<file path="config.mk">
export PLATFORM = sky130hd
export DESIGN_NAME = fwd_hazard_unit
export DESIGN_NICKNAME = d
export VERILOG_FILES = /design/src/rtl/fwd_pkg.sv /design/src/rtl/fwd_src_match.sv /design/src/rtl/fwd_hazard_unit.sv
export SDC_FILE = /design/constraint.sdc
export NUM_CORES = 1
export LEC_CHECK = 0
export ABC_CLOCK_PERIOD_IN_PS = 2900
export CAP_MARGIN = 20
export CORE_MARGIN = 10
export CORE_UTILIZATION = 35
export CTS_CLUSTER_DIAMETER = 40
export DETAILED_ROUTE_END_ITERATION = 6
export PLACE_DENSITY = 0.62
export SYNTH_ARGS = -nofsm -noshare
export SYNTH_HDL_FRONTEND = slang
export SYNTH_SLANG_ARGS = --single-unit
</file>
<file path="constraint.sdc">
create_clock -name Clk -period 2.9 [get_ports Clk]
set_clock_uncertainty 0.1 [all_clocks]
set_input_delay 0.58 -clock Clk [delete_from_list [all_inputs] [get_ports Clk]]
set_output_delay 0.58 -clock Clk [all_outputs]
set_load 0.005 [all_outputs]
</file>
<file path="src/rtl/fwd_pkg.sv">
// Shared types and constants for the forwarding/hazard unit.
// Entries are stored at fixed maximum widths so the struct can live in the package.
package fwd_pkg;

  localparam int FWD_AW_MAX = 8;
  localparam int FWD_RDY_W  = 4;

  localparam int FWD_RF    = 0;
  localparam int FWD_EXMEM = 1;
  localparam int FWD_MEMWB = 2;

  typedef struct packed {
    logic                  valid;
    logic                  we;
    logic [FWD_AW_MAX-1:0] rd;
    logic [FWD_RDY_W-1:0]  ready;
  } fwd_entry_t;

  function automatic int fwd_sel_w(input int depth);
    return $clog2(depth + 1);
  endfunction

endpackage

</file>
<file path="src/rtl/fwd_src_match.sv">
// Priority search of the in-flight writers for one source operand.
// The youngest matching writer decides: forward if ready, otherwise hazard.
module fwd_src_match
  import fwd_pkg::*;
#(
  parameter int DEPTH  = 2,
  parameter int REG_AW = 5,
  parameter int SEL_W  = fwd_sel_w(DEPTH)
) (
  input  logic              req,
  input  logic [REG_AW-1:0] rs,
  input  fwd_entry_t        stages [DEPTH],
  output logic              hit,
  output logic [SEL_W-1:0]  sel,
  output logic              hazard
);

  logic [FWD_AW_MAX-1:0] rs_ext;

  assign rs_ext = FWD_AW_MAX'(rs);

  always_comb begin
    hit    = 1'b0;
    sel    = SEL_W'(FWD_RF);
    hazard = 1'b0;
    for (int k = 0; k < DEPTH; k++) begin
      // Once a younger entry has matched, older ones are ignored even if ready.
      if (!hit && req && (rs_ext != '0) && stages[k].valid && stages[k].we &&
          (stages[k].rd == rs_ext)) begin
        hit = 1'b1;
        if ((k + FWD_EXMEM) >= int'(stages[k].ready))
          sel = SEL_W'(k + FWD_EXMEM);
        else
          hazard = 1'b1;
      end
    end
  end

endmodule

</file>
<file path="src/rtl/fwd_hazard_unit.sv">
// Forwarding select and load-use stall generation for the instruction in ID.
// Tracks DEPTH in-flight writers; selects are registered into EX with the instruction.
module fwd_hazard_unit
  import fwd_pkg::*;
#(
  parameter int NUM_SRC = 2,
  parameter int DEPTH   = 2,
  parameter int REG_AW  = 5,
  parameter int SEL_W   = fwd_sel_w(DEPTH)
) (
  input  logic                       Clk,
  input  logic                       Rst,
  input  logic                       ID_Valid,
  input  logic [NUM_SRC*REG_AW-1:0]  ID_Rs,
  input  logic [NUM_SRC-1:0]         ID_Src_Used,
  input  logic                       ID_Reg_Write,
  input  logic [REG_AW-1:0]          ID_Rd,
  input  logic [SEL_W-1:0]           ID_Ready_Stage,
  input  logic                       Flush,
  output logic                       Stall,
  output logic [NUM_SRC*SEL_W-1:0]   F_Mux_Ctr,
  output logic [31:0]                Stall_Count
);

  fwd_entry_t                 s_q [DEPTH];
  logic [NUM_SRC-1:0]         hit;
  logic [NUM_SRC-1:0]         hazard;
  logic [NUM_SRC*SEL_W-1:0]   sel_fwd;

  for (genvar i = 0; i < NUM_SRC; i++) begin : g_src
    logic [SEL_W-1:0] sel_raw;

    fwd_src_match #(
      .DEPTH  (DEPTH),
      .REG_AW (REG_AW),
      .SEL_W  (SEL_W)
    ) u_match (
      .req    (ID_Valid & ID_Src_Used[i]),
      .rs     (ID_Rs[i*REG_AW +: REG_AW]),
      .stages (s_q),
      .hit    (hit[i]),
      .sel    (sel_raw),
      .hazard (hazard[i])
    );

    assign sel_fwd[i*SEL_W +: SEL_W] = (hit[i] && !hazard[i]) ? sel_raw : '0;
  end

  assign Stall = ID_Valid & ~Flush & (|hazard);

  // ID -> EX boundary: shift tracked writers, register selects, count stalls.
  // Only valid bits are reset; rd/we/ready are don't-care while invalid.
  always_ff @(posedge Clk or posedge Rst) begin
    if (Rst) begin
      for (int k = 0; k < DEPTH; k++) s_q[k].valid <= 1'b0;
      F_Mux_Ctr   <= '0;
      Stall_Count <= '0;
    end else begin
      for (int k = DEPTH - 1; k > 0; k--) begin
        s_q[k] <= s_q[k-1];
        if (k == 1 && Flush) s_q[k].valid <= 1'b0;
      end
      s_q[0].valid <= ID_Valid & ~Stall & ~Flush;
      s_q[0].we    <= ID_Reg_Write;
      s_q[0].rd    <= FWD_AW_MAX'(ID_Rd);
      s_q[0].ready <= FWD_RDY_W'(ID_Ready_Stage);
      F_Mux_Ctr    <= (Stall | Flush) ? '0 : sel_fwd;
      Stall_Count  <= Stall_Count + 32'(Stall);
    end
  end

endmodule
</file>
== After elaboration in Yosys (flattened, before gate mapping) ==
Index checks and enable logic that the tools add are counted.

* Memories kept: 0
* Word-level logic and storage cells: 75
* Latch bits: 0
* Bits of input ports: 24
* Bits in writable memories: 0
* Output and inout bits: 37
* Register bits: 54
* Bits in read-only memories: 0

* Reduce and logical (&&, ||, !) cells: 27
* Bitwise operators: 9
* Divide/modulo/power cells: 0
* Magnitude comparators: 2
* Mux-type cells: 22
* $add $sub $neg: 1
* Multiply operators: 0
* Eq/ne operators: 4
* Shift-type cells: 0

{| class="wikitable"
|+ Operators by type and width
! kind !! number
|-
| adder 32 x 1 -> 32 bit || 1
|-
| equality test 5 bit || 4
|-
| logical AND 1 bit || 20
|-
| two-way mux 2 bit || 8
|-
| nonzero test 8 bit || 2
|-
| two-way mux 1 bit || 13
|-
| bitwise AND 1 bit || 6
|-
| logical NOT 1 bit || 4
|-
| two-way mux 4 bit || 1
|-
| greater-or-equal comparator 1 x 2 -> 1 bit, first input constant || 1
|-
| greater-or-equal comparator 2 bit, first input constant || 1
|-
| NOT 1 bit || 2
|-
| OR reduction 2 bit || 1
|-
| bitwise OR 1 bit || 1
|}

== Logic depth before layout (Yosys ltp) ==
* Depth in word-level cells: 18
* Gate-level depth with buffers: 14
* Mapped depth without buffers: 13

== By module ==
A second synthesis with hierarchy kept.

* Cells, all modules: 223
* Area, all modules: 2637.5 um^2

{| class="wikitable"
|+ By module, submodules not included
! module !! area each (um^2) !! instances !! cells an instance !! seq. area each (um^2)
|-
| fwd_hazard_unit || 2207.1 || 1 || 165 || 1431.4
|-
| fwd_src_match || 215.2 || 2 || 29 || 0.0
|}

== Worst setup path before layout ==
Ideal clock, no wire load.

* Path kind: input port to flip-flop
* Start: in ID_Rs[0]
* End: reg Stall_Count[22]
* Slack: -985 ps
* Stages: 14
* Required time: 2676 ps
* Arrival: 3661 ps
* Buffers on the path: 1
* Setup time: 124 ps
* Cells stage by stage: or4_4 -> o211ai_2 -> nor4_1 -> or4_1 -> a21o_1 -> a21oi_1 -> ha_1 -> ha_1 -> nand3_1 -> nor2_1 -> and3_1 -> clkbuf_1 -> nand3_1 -> xnor2_1

* Longest elaborated chain between the ends: 16
* Elaborated cells on any way between the ends: 20
* Those cells by class: add/sub (1); eq/ne (2); mux (4); bitwise (1); reduce/logical (12)

{| class="wikitable"
|+ RTL lines
! what !! line !! source
|-
| start, declared || fwd_hazard_unit.sv:14 || <nowiki>input logic [NUM_SRC*REG_AW-1:0] ID_Rs,</nowiki>
|-
| nonzero test 8 bit || fwd_src_match.sv:28 || <nowiki>if (!hit && req && (rs_ext != '0) && stages[k].valid && stages[k].we &&</nowiki>
|-
| logical AND 1 bit (4 in series) || fwd_src_match.sv:28 ||
|-
| two-way mux 1 bit || fwd_src_match.sv:28 ||
|-
| logical NOT 1 bit || fwd_src_match.sv:28 ||
|-
| logical AND 1 bit (5 in series) || fwd_src_match.sv:28 ||
|-
| two-way mux 1 bit * || fwd_src_match.sv:28 ||
|-
| OR reduction 2 bit * || fwd_hazard_unit.sv:49 || <nowiki>assign Stall = ID_Valid & ~Flush & (|hazard);</nowiki>
|-
| bitwise AND 1 bit * || fwd_hazard_unit.sv:49 ||
|-
| via Stall || fwd_hazard_unit.sv:20 || <nowiki>output logic Stall,</nowiki>
|-
| adder 32 x 1 -> 32 bit * || fwd_hazard_unit.sv:68 || <nowiki>Stall_Count <= Stall_Count + 32'(Stall);</nowiki>
|-
| end signal, assigned || fwd_hazard_unit.sv:68 ||
|-
| end, declared || fwd_hazard_unit.sv:22 || <nowiki>output logic [31:0] Stall_Count</nowiki>
|}

The timed path passes the listed nets; every way through them passes the cells marked *.
A chain may end at the register's enable or synchronous reset.

== Worst setup path after layout ==
* Start: in ID_Rs[5]
* End: reg Stall_Count[22]

* Longest elaborated chain between the ends: 16
* Elaborated cells on any way between the ends: 20
* Those cells by class: add/sub (1); eq/ne (2); mux (4); bitwise (1); reduce/logical (12)

{| class="wikitable"
|+ RTL lines
! what !! line
|-
| nonzero test 8 bit || fwd_src_match.sv:28
|-
| logical AND 1 bit (4 in series) || fwd_src_match.sv:28
|-
| two-way mux 1 bit || fwd_src_match.sv:28
|-
| logical NOT 1 bit || fwd_src_match.sv:28
|-
| logical AND 1 bit (5 in series) || fwd_src_match.sv:28
|-
| two-way mux 1 bit * || fwd_src_match.sv:28
|-
| OR reduction 2 bit * || fwd_hazard_unit.sv:49
|-
| bitwise AND 1 bit * || fwd_hazard_unit.sv:49
|-
| adder 32 x 1 -> 32 bit * || fwd_hazard_unit.sv:68
|}

Every way passes the cells marked *; elsewhere a longest branch is shown, timed or not.

==> metrics <==
crit path launch ID_Rs[5]; initial core utilization 36.4%; Setup TNS Final -6.12 ns; Critical Path End Type register; asr flop ratio synth 70.4%; Final Hold Vio Count 0; GPL Wtd Cong 0.841; row count 29; CTS H-tree lvls 2; IO Pins 61; Clock Path Buffers 2; post-synthesis sequential area ratio 61.3%; largest family of logic cells by synthesized area XOR/XNOR gates; number of global-route vias before repair 1839; VDD IR-drop max 0.192 mV; Reg clk slew, reported paths 0.10 ns; worst skew pair latency 0.30 ns; Root Buffer clkbuf_8; CTS tree yes; area of the multi-input gates 1100 sq um; post-layout util 56.4%; Crit Path Class primary input to register; grt total ovfl 0; remaining antenna violation count after routing 0; Area Growth Syn to Fin 55.2%; instance area at placement 3290 sq um; # clock sinks 54; syn_area_per_cell 12.7 sq um; drt pass-1 iters 4; gr usage total 11.1%; vias per cell 4.77; Synth top area share 40.7%; design area 3620 sq um; Synth Area in Simple Gates 16.3%; die area 10300 sq um; core area 6420 sq um; CTS buffer count 5; critical path startpoint category primary input; fmax 307 MHz; failing checks setup timing; Period minus WS final 3.26 ns; RSZ-0062 raised after global routing yes; top post-synthesis cells by area dfrtp_1 41%, edfxtp_1 21%, xnor2_1 16%; multiplexer share of the synthesized area 0%; mapped cell area 2340 sq um; # fillers 533; status finished, violations left; WL final 5560 um; Storage cell area 1430 sq um; detailed-route DRC error count 0; Mapped Cells 184; P_leak 1.54 nW; Nets 310; Relative slew margins 61.9%; share of cells above drive strength 1 29.1%; Worst Hold Class register to register; ANT cells 0; HP Start s_q[14]; max_cap viols 0; Top FF cell, synth dfrtp_1; most frequent cell after synthesis xnor2_1; initial drt markers 41; Critical Path RT 3.00 ns; first-pass GRT wire length 9070 um; Post-DP HPWL 4280 um; YS warnings 0; compound-cell area share of the yosys netlist 1.82%; largest net degree at the start of global routing 28; DIE WIDTH 102 um; Post-synth EDFFs 16; Yosys reg bits 54; final setup fails 26; Slew Viols, Final 0; post-synthesis xor/xnor area fraction 18.7%; final worst-path cycle share 112%; DR vias 1725; synth unique cells 25; Die H 102 um; Setup WS post-layout -0.356 ns; initial antenna violation count 0; syn_nets 210; Post-synth top cells 42 x xnor2_1, 38 x dfrtp_1, 16 x edfxtp_1; worst-margin pin slew 0.570 ns; Critical Path AT 3.36 ns; Synth Area in Adders 1.07%; Reg-to-Reg Start s_q[18]; IO Port Bufs 60; power density over cell area 388 nW/um^2; Critical Path Fanout Max 6; dominant cell type by area after synthesis dfrtp_1; wire per inst 15.3 um
[report_power, final]
group	leakage (nW)	internal [mW]	switching (mW)
logic	0.813	0.0656	0.0518
clock network	0.0544	0.223	0.246
registers	0.676	0.806	0.0146
[timing repair]
action | CTS | global route
endpoints found under the setup margin | 32 | 31
setup buffers | 9 | 2
resized for setup | 55 | 22
hold endpoints to repair | 0 | 0
hold buffers | 0 | 0
pin swaps | 16 | 19
[cell usage in the layout (no fill, tap or decap), drive strengths merged]
cell type	instances
a21o	1
a21oi	1
and3	10
and4	3
and4b	1
buf	42
clkbuf	6
clkdlybuf4s15	2
clkdlybuf4s50	48
clkinv	1
dfrtp	38
dlygate4sd2	1
dlymetal6s2s	2
edfxtp	16
ha	2
inv	4
nand2	13
nand2b	2
nand3	14
nand4	8
nor2	6
nor2b	1
nor3	2
nor3b	2
nor4	2
o211ai	2
o21ai	1
or4	4
xnor2	42
xor2	8
[per-stage QoR]
| stage | std cells | total power [mW] | hold WS [ns] | worst slack [ns] |
|---|---|---|---|---|
| after floorplan | 184 | 0.881 | 0.300 | -0.621 |
| after global placement | 346 | 0.949 | 0.303 | -1.09 |
| after detailed placement | 346 | 0.950 | 0.315 | -1.13 |
| after CTS | 360 | 1.42 | 0.339 | -0.438 |
| after global routing | 362 | 1.47 | 0.352 | -0.490 |
| final | 362 | 1.41 | 0.335 | -0.356 |
[critical path, stage by stage]
cell and delay [ns]:
buf_6 0.09, or4_4 0.53, o211ai_4 0.21, nor4_4 0.06, or4_4 0.42, a21o_1 0.21
a21oi_2 0.14, buf_4 0.14, ha_4 0.14, ha_4 0.14, nand3_4 0.08, nor2_4 0.11
and3_4 0.26, nand3_1 0.11, xnor2_1 0.13
[final timing paths]
path	to	slack, ns	depth (start not counted)
min reg2reg	s_q[0]	0.34	0
max reg2reg	Stall_Count[22]	-0.04	17
max	Stall_Count[22]	-0.36	15
max in group asynchronous	Stall_Count[18]	1.56	3
min in group asynchronous	Stall_Count[2]	0.55	2
min	s_q[0]	0.34	0
[layout make-up]
class	count	share of cell area (%)
well taps	77	2.66
clock inverters	2	0.345
multi-input cells	125	30.4
clock buffers	6	2.59
inverters	3	0.311
repair buffers	95	24.2
flip-flops and latches	54	39.5
[layer usage]
metal	wire length [um]	vias to the layer above	GRT usage, %	part of all wire [%]
met5	0	-	0	0
met1	2420	841	13.8	43
met4	61	0	3.96	1.1
met2	2760	34	17.4	50
met3	315	4	3.88	5.7
li1	-	846	-	-
[flip-flops by register name (all words and copies together) (netlist names)]
register,cells
F_Mux_Ctr,4
s_q,18
Stall_Count,32
[logic make-up (layout without fill, tap and decap cells)]
| family | after synthesis | after routing |
|---|---|---|
| simple gates | 68 | 68 |
| flops | 54 | 54 |
| xor+xnor | 50 | 50 |
| compound gates | 5 | 5 |
| buf+inv | 5 | 106 |
| fa+ha+maj | 2 | 2 |
(Power assumes the default switching activity.)
